==> config.mk <==
export PLATFORM = sky130hd
export DESIGN_NAME = dmem_arbiter
export DESIGN_NICKNAME = d
export VERILOG_FILES = /design/src/rtl/dmem_arbiter.sv
export SDC_FILE = /design/constraint.sdc
export NUM_CORES = 1
export LEC_CHECK = 0
export CORE_AREA = 2 2 117 119
export DETAILED_ROUTE_END_ITERATION = 10
export DIE_AREA = 0 0 119 121
export SLEW_MARGIN = 10
export SYNTH_ARGS = -nofsm -noshare
export SYNTH_HDL_FRONTEND = slang
export SYNTH_SLANG_ARGS = --single-unit
==> constraint.sdc <==
create_clock -name clk -period 2 [get_ports clk]
set_input_delay 0.4 -clock clk [delete_from_list [all_inputs] [get_ports clk]]
set_output_delay 0.4 -clock clk [all_outputs]
set_load 0.05 [all_outputs]
==> src/rtl/dmem_arbiter.sv <==
// ============================================================================
// Module   : dmem_arbiter
// Purpose  : Shares single-port data memory between the CPU port and a debug
//            port using round-robin arbitration with a bounded debug burst lock.
// Revision : 1.0 - initial release
// ============================================================================
`default_nettype none

module dmem_arbiter #(
    parameter int AW        = 32,
    parameter int DW        = 32,
    parameter int MAX_BURST = 8
) (
    input  logic          clk,
    input  logic          rst,
    input  logic          cpu_req,
    input  logic          cpu_wen,
    input  logic [AW-1:0] cpu_addr,
    input  logic [DW-1:0] cpu_wdata,
    output logic          cpu_gnt,
    output logic          cpu_stall,
    output logic          cpu_rvalid,
    output logic [DW-1:0] cpu_rdata,
    input  logic          dbg_req,
    input  logic          dbg_lock,
    input  logic          dbg_wen,
    input  logic [AW-1:0] dbg_addr,
    input  logic [DW-1:0] dbg_wdata,
    output logic          dbg_gnt,
    output logic          dbg_rvalid,
    output logic [DW-1:0] dbg_rdata,
    output logic          mem_wen,
    output logic [AW-1:0] mem_addr,
    output logic [DW-1:0] mem_wdata,
    input  logic [DW-1:0] mem_rdata
);

    localparam int                 c_cnt_w   = $clog2(MAX_BURST) + 1;
    localparam logic [c_cnt_w-1:0] c_max_cnt = c_cnt_w'(MAX_BURST);

    typedef enum logic [0:0] {
        ST_RR   = 1'b0,
        ST_LOCK = 1'b1
    } state_t;

    state_t             r_st,       w_st_nxt;
    logic               r_last_gnt, w_last_nxt;   // 1 = debug was granted last
    logic [c_cnt_w-1:0] r_cnt,      w_cnt_nxt;
    logic               w_cpu_gnt,  w_dbg_gnt;
    logic               r_cpu_rvalid, r_dbg_rvalid;

    always_ff @(posedge clk) begin
        if (rst) begin
            r_st         <= ST_RR;
            r_last_gnt   <= 1'b1;
            r_cnt        <= '0;
            r_cpu_rvalid <= 1'b0;
            r_dbg_rvalid <= 1'b0;
        end else begin
            r_st         <= w_st_nxt;
            r_last_gnt   <= w_last_nxt;
            r_cnt        <= w_cnt_nxt;
            r_cpu_rvalid <= w_cpu_gnt & ~cpu_wen;
            r_dbg_rvalid <= w_dbg_gnt & ~dbg_wen;
        end
    end

    always_comb begin
        w_cpu_gnt  = 1'b0;
        w_dbg_gnt  = 1'b0;
        w_st_nxt   = r_st;
        w_last_nxt = r_last_gnt;
        w_cnt_nxt  = r_cnt;
        if (r_st == ST_LOCK && dbg_req && dbg_lock) begin
            if (cpu_req && r_cnt == c_max_cnt) begin
                // Burst budget spent while the CPU waits: break the lock.
                w_cpu_gnt  = 1'b1;
                w_st_nxt   = ST_RR;
                w_cnt_nxt  = '0;
                w_last_nxt = 1'b0;
            end else begin
                w_dbg_gnt  = 1'b1;
                w_last_nxt = 1'b1;
                if (cpu_req) begin
                    w_cnt_nxt = r_cnt + c_cnt_w'(1);
                end
            end
        end else begin
            w_st_nxt  = ST_RR;
            w_cnt_nxt = '0;
            if (cpu_req && (!dbg_req || r_last_gnt)) begin
                w_cpu_gnt  = 1'b1;
                w_last_nxt = 1'b0;
            end else if (dbg_req) begin
                w_dbg_gnt  = 1'b1;
                w_last_nxt = 1'b1;
                if (dbg_lock) begin
                    w_st_nxt  = ST_LOCK;
                    w_cnt_nxt = c_cnt_w'(1);
                end
            end
        end
    end

    always_comb begin
        mem_wen   = 1'b0;
        mem_addr  = '0;
        mem_wdata = '0;
        if (w_cpu_gnt) begin
            mem_wen   = cpu_wen;
            mem_addr  = cpu_addr;
            mem_wdata = cpu_wdata;
        end else if (w_dbg_gnt) begin
            mem_wen   = dbg_wen;
            mem_addr  = dbg_addr;
            mem_wdata = dbg_wdata;
        end
    end

    assign cpu_gnt    = w_cpu_gnt;
    assign dbg_gnt    = w_dbg_gnt;
    assign cpu_stall  = cpu_req & ~w_cpu_gnt;
    assign cpu_rvalid = r_cpu_rvalid;
    assign dbg_rvalid = r_dbg_rvalid;
    assign cpu_rdata  = r_cpu_rvalid ? mem_rdata : '0;
    assign dbg_rdata  = r_dbg_rvalid ? mem_rdata : '0;

endmodule

`default_nettype wire

==> results of run 1 <==
==> placed cells by master (no fill, tap or decap) <==
cell type,instances
nor3_1,1
a311oi_1,1
nand4_1,2
buf_2,1
ha_1,1
nor2_1,5
or2_2,1
nand3_4,1
buf_16,1
nor3b_2,1
inv_1,66
nor4_2,1
xor2_1,2
ha_4,1
clkbuf_16,3
mux2i_1,1
dfxtp_1,6
buf_6,3
dlygate4sd2_1,2
buf_8,4
a21oi_1,5
mux2i_4,66
nand4b_4,1
and2_1,64
nand2_1,67
dfxtp_2,2
inv_2,3
nand3b_1,1
clkdlybuf4s50_1,163
o21ai_1,1
buf_12,141
buf_4,21
nor2_2,2
==> sequential cells by signal, summed over array words and instances, names as in the netlist <==
signal	count
r_st	1
r_last_gnt	1
cpu_rvalid	1
r_cnt	4
dbg_rvalid	1
==> cell type report <==
| class | count | share of cell area |
|---|---|---|
| clock buffers | 3 | 0.00957 |
| flip-flops and latches | 8 | 0.0207 |
| well taps | 176 | 0.0281 |
| multi-input cells | 225 | 0.302 |
| inverters | 69 | 0.0330 |
| repair buffers | 336 | 0.606 |
==> worst max-delay path, stage by stage (launching register included) <==
cell and delay, ns:
dfxtp_2 0.31, inv_2 0.07, ha_4 0.14, nand4b_4 0.11, mux2i_4 0.24, buf_12 0.20, buf_12 0.17, mux2i_4 0.27
buf_12 0.16
==> report_power, final <==
part / switching [mW] / total [mW] / internal, mW
combinational: 1.09 / 2.32 / 1.24
sequential: 0.00282 / 0.168 / 0.165
clock: 0.0759 / 0.333 / 0.258
==> repair_timing <==
action / in CTS / in global routing
pin swaps: 0 / 0
cloned: 1 / 0
endpoints found under the setup margin: 68 / 68
resized for setup: 10 / 6
setup buffers: 4 / 1
hold buffers: 0 / 0
==> kinds of logic (layout without fill, tap and decap cells) <==
logic type      count (synthesis)  count (layout)  synth area share
flops                           8               8            0.0751
fa+ha+maj                       2               2            0.0117
buf+inv                        92             408             0.209
simple gates                  147             147             0.364
compound gates                  7               7            0.0182
mux                            67              67             0.314
xor+xnor                        2               2           0.00821
==> routing by layer <==
layer	track usage	wire length, um	vias up
met5	0	0	-
met4	0.0156	34	0
met3	0.0423	1090	2
met2	0.360	7340	182
met1	0.159	3960	1457
li1	-	-	1621
==> cells in the mapped netlist <==
library cell and count:
a21oi_1 5, a311oi_1 1, and2_1 64, buf_12 1, buf_2 1, buf_4 1, buf_6 3, buf_8 5
clkbuf_1 12, dfxtp_1 8, ha_1 2, inv_1 69, mux2i_1 67, nand2_1 67, nand3_4 1, nand3b_1 1
nand4_1 2, nand4b_4 1, nor2_1 7, nor3_1 1, nor3b_2 1, nor4_2 1, o21ai_0 1, or2_2 1
xor2_1 2
==> worst paths after layout <==
kind,start,endpoint,slack [ns],depth (start not counted)
worst min register to register,r_cnt[3]$_SDFFE_PP0P_,r_cnt[3]$_SDFFE_PP0P_,0.59,2
worst max-delay path,r_cnt[0]$_SDFFE_PP0P_,mem_wdata[6],-0.33,8
worst min-delay path,dbg_req,dbg_rvalid$_SDFF_PP0_,0.58,4
worst max register to register,r_cnt[0]$_SDFFE_PP0P_,cpu_rvalid$_SDFF_PP0_,0.42,8
==> through the flow <==
step | hold slack, ns | setup TNS (ns) | setup slack (ns) | area [um2] | power (mW)
global route | 0.600 | -24.88 | -0.416 | 7840 | 2.93
CTS | 0.581 | -22.25 | -0.379 | 7840 | 2.86
floorplan | 0.469 | -4.20 | -0.0831 | 3010 | 1.34
detailed placement | 0.572 | -36.69 | -0.602 | 7670 | 2.49
global placement | 0.553 | -35.71 | -0.569 | 7670 | 2.46
finish | 0.578 | -18.93 | -0.332 | 7840 | 2.83
==> results.ini, run 1 <==
[sta]
slew_violations = 0
finalClockSkew_ns = 0.00319
relSlewSlack = 0.568
hold_violations = 0
period_share = 1.17
finalCriticalPeriod_ns = 2.33
worst_slack_ns = -0.332
rsz0062_at_grt = true
max_freq_mhz = 429
tightest_slew_ns = 0.648
finalSetupViolations = 68

[routing]
vias = 3262
drc = 0
wl_per_cell_um = 15.2
drt_iter0_markers = 79
ant_nets = 0
drt-total-wl_mm = 12.4
viasPerCell = 3.99
dr.pass1.iters = 3

[worst_setup_path]
cp.arrival_ns = 1.93
end_kind = output pin
startpoint_type = register
worst-path-max-fanout = 7
required_ns = 1.60
crit_type = reg -> out

[synth]
ys_types = 25
ys_ff_latch = 8
yosysSeqAreaShare = 0.0751
ys_top_cells_by_area = mux2i_1 (31%), and2_1 (19%), inv_1 (12%), nand2_1 (12%), dfxtp_1 (7.5%)
syn_inst = 325
avgSynthCellArea_um2 = 6.56
syn-num-nets = 494
synth_top_area_share = 0.314
yosysTopAreaCell = mux2i_1
synthesis.area_um2 = 2130
yosys_warnings = 0

[cells_and_area]
stdcell_count = 817
drive_above_1_share = 0.395
multi_input_area_um2 = 2370
seqCellArea_um2 = 163
fill_cells = 1052
syn_to_final_growth_pct = 268
nNetsFinal = 812
finish.utilization = 0.599
insertedDiodeCount = 0

[cts]
cts_tree = built
cts_sinks = 8
numCtsBuffers = 3
clk_latency_ns = 0.23
clkTransAtPathRegs_ns = 0.04
cts_max_level = 1
cts_max_path_buffers = 2
cts_root_buf = clkbuf_16

[place]
io_buffer_count = 300
dp_cells = 809
place_congestion = 0.761
dp_hpwl_mm = 11.3

[floorplan]
io-pin-count = 301
fp.coreArea_um2 = 13100
die_x_um = 119
die_y_um = 121
initial_core_util = 0.163
placement_rows = 42
die_area_um2 = 14400

[pwr]
ir_drop_mv = 0.332
p_leak_nw = 3.25
power.density_nw_per_um2 = 360

[grt]
grt_pass1_wl_mm = 18.8
grt_max_degree = 65
antenna_found_initial = 0
grt_pass1_vias = 3541
gr-usage-all-layers = 0.166
overflow = 0

[run_status]
violations = setup timing
outcome = finished, violations left

[hold_path]
hp-class = in -> reg

[run]
maxCapViolations = 0

No activity file was read; power rests on OpenSTA's default activity.
==> run 2: changes to the inputs <==
--- a/config.mk
+++ b/config.mk
@@ -12,3 +12,4 @@
 export SYNTH_ARGS = -nofsm -noshare
 export SYNTH_HDL_FRONTEND = slang
 export SYNTH_SLANG_ARGS = --single-unit
+export TNS_END_PERCENT = 10
==> constraint.sdc (replaced) <==
create_clock -name clk -period 2.43 [get_ports clk]
set_input_delay 0.486 -clock clk [delete_from_list [all_inputs] [get_ports clk]]
set_output_delay 0.486 -clock clk [all_outputs]
set_load 0.05 [all_outputs]
==> run 2 against run 1 <==
  * The run still ends with setup timing left
  * Wire length down 0.57%
  * Global-route usage down 0.46 points
  * Total power down 23%
  * Via count up 1.2%
  * Worst hold slack worse by 0.031 ns
  * Highest routed layer unchanged
==> results.ini, run 2 (synthesis gave the netlist of run 1 again) <==
[sta]
max_freq_mhz = 410
tightest_slew_ns = 0.261
relSlewSlack = 0.821
worst_slack_ns = -0.00997
holdWs_ns = 0.547
rsz0062_at_grt = true
period_share = 1.00
slew_violations = 0
finalSetupViolations = 3
finalClockSkew_ns = 0.000984
hold_violations = 0
finalCriticalPeriod_ns = 2.44

[hold_path]
holdPathStages = 2
hp-class = reg -> reg
hp-start = r_cnt[1]$_SDFFE_PP0P_
holdPathEnd = r_cnt[1]$_SDFFE_PP0P_

[floorplan]
die_y_um = 121
die_area_um2 = 14400
fp.coreArea_um2 = 13100
io-pin-count = 301
placement_rows = 42
initial_core_util = 0.163
die_x_um = 119

[worst_setup_path]
startpoint_type = register
cp.arrival_ns = 1.95
required_ns = 1.94
reg2reg_from = r_cnt[0]$_SDFFE_PP0P_
crit_type = reg -> out
critPathSlowestCell = dfxtp_2
crit_family = buffers and inverters
cp_num_buf_inv = 4
r2r-end = r_last_gnt$_SDFFE_PP1P_
end_kind = output pin
cp_cell_sequence = inv_2 -> ha_4 -> nand4b_4 -> mux2i_4 -> buf_12 -> buf_12 -> mux2i_1 -> buf_12
cp_num_cells = 8
worst-r2r-cell-count = 8
cp_common_cell = buf_12
worst-path-max-fanout = 13
max_stage_delay_ns = 0.32
reg2reg_slack_ns = 0.98

[cts]
cts_max_path_buffers = 2
numCtsBuffers = 3
clkTransAtPathRegs_ns = 0.04
clk_latency_ns = 0.23
cts_tree = built
cts_max_level = 1
cts_root_buf = clkbuf_16
cts_sinks = 8

[run_status]
outcome = finished, violations left
violations = setup timing

[place]
io_buffer_count = 300
post_dp_cell_area_um2 = 6810
dp_hpwl_mm = 10.7
place_congestion = 0.835

[cells_and_area]
nNetsFinal = 809
syn_to_final_growth_pct = 242
layout_commonest_cell = clkdlybuf4s50_1
layout_common_cells = clkdlybuf4s50_1 (163), buf_12 (135), inv_1 (67), nand2_1 (67), and2_1 (64)
max_flop_register = r_cnt
fin_area_um2 = 7290
insertedDiodeCount = 0
drive_above_1_share = 0.378
largest_reg_flops = 4

[grt]
grt_pass1_vias = 3521
grt_max_degree = 38
gr-usage-all-layers = 0.162
antenna_found_initial = 0
overflow = 0
grt_pass1_wl_mm = 18.5

[run]
maxCapViolations = 0

[routing]
viasPerCell = 4.05
wl_per_cell_um = 15.2
ant_nets = 0
dr.pass1.iters = 4
drt-total-wl_mm = 12.4
vias = 3300
drc = 0
drt_iter0_markers = 92

[pwr]
p_leak_nw = 3.19
power.density_nw_per_um2 = 299
ir_drop_mv = 0.194

run 2: how the worst max path moves through the flow:
stage                          start       endpoint  slack (ns)
2_1_floorplan                cpu_req    mem_addr[0]       -0.17
3_3_place_gp                 cpu_req   mem_addr[13]       -0.38
3_5_place_dp                 cpu_req   mem_addr[13]       -0.40
4_1_cts        r_cnt[0]$_SDFFE_PP0P_   mem_wdata[5]       -0.02
5_1_grt        r_cnt[0]$_SDFFE_PP0P_   mem_wdata[9]       -0.08
6_report       r_cnt[0]$_SDFFE_PP0P_  mem_wdata[17]       -0.01
run 2: per-stage QoR:
step | total power [mW] | std cells | util | TNS [ns] | setup slack (ns)
4_1_cts | 2.13 | 812 | 0.538 | -0.0805 | -0.0194
2_1_floorplan | 0.863 | 325 | - | -10.19 | -0.175
3_5_place_dp | 1.80 | 805 | 0.521 | -20.46 | -0.401
5_1_grt | 2.27 | 814 | 0.557 | -1.99 | -0.0771
3_3_place_gp | 1.78 | 805 | 0.521 | -18.66 | -0.385
6_report | 2.18 | 814 | 0.557 | -0.0120 | -0.00997
run 2: tightest hold or removal path, delay by kind of cell (launching register included):
family,cells,cell delay (ns)
flip-flops,1,0.33
AND/OR/NAND/NOR,1,0.05
multiplexers,1,0.12
run 2: where the power goes:
part / internal [mW] / switching, mW / leakage (nW)
Clock: 0.212 / 0.0629 / 0.0370
Sequential: 0.136 / 0.00335 / 0.0661
Combinational: 0.927 / 0.841 / 3.08
run 2: layout make-up:
type	count	area, um2
flip-flops and latches	8	163
multi-input cells	225	1920
inverters	69	259
clock buffers	3	75.1
repair buffers	333	4660
well taps	176	220
fillers	1103	5790
run 2: repair_timing:
item	in CTS	in global routing
gates resized for setup	33	50
gates cloned	1	1
pin swaps	1	0
hold buffers	0	0
buffers inserted	3	2
setup endpoints to repair	67	62
run 2: routing by layer:
| metal | GRT usage | vias up | share of wire |
|---|---|---|---|
| met2 | 0.338 | 188 | 0.57 |
| met5 | 0 | - | 0 |
| met3 | 0.0442 | 8 | 0.091 |
| met1 | 0.157 | 1500 | 0.33 |
| met4 | 0.0290 | 0 | 0.012 |
| li1 | - | 1604 | - |
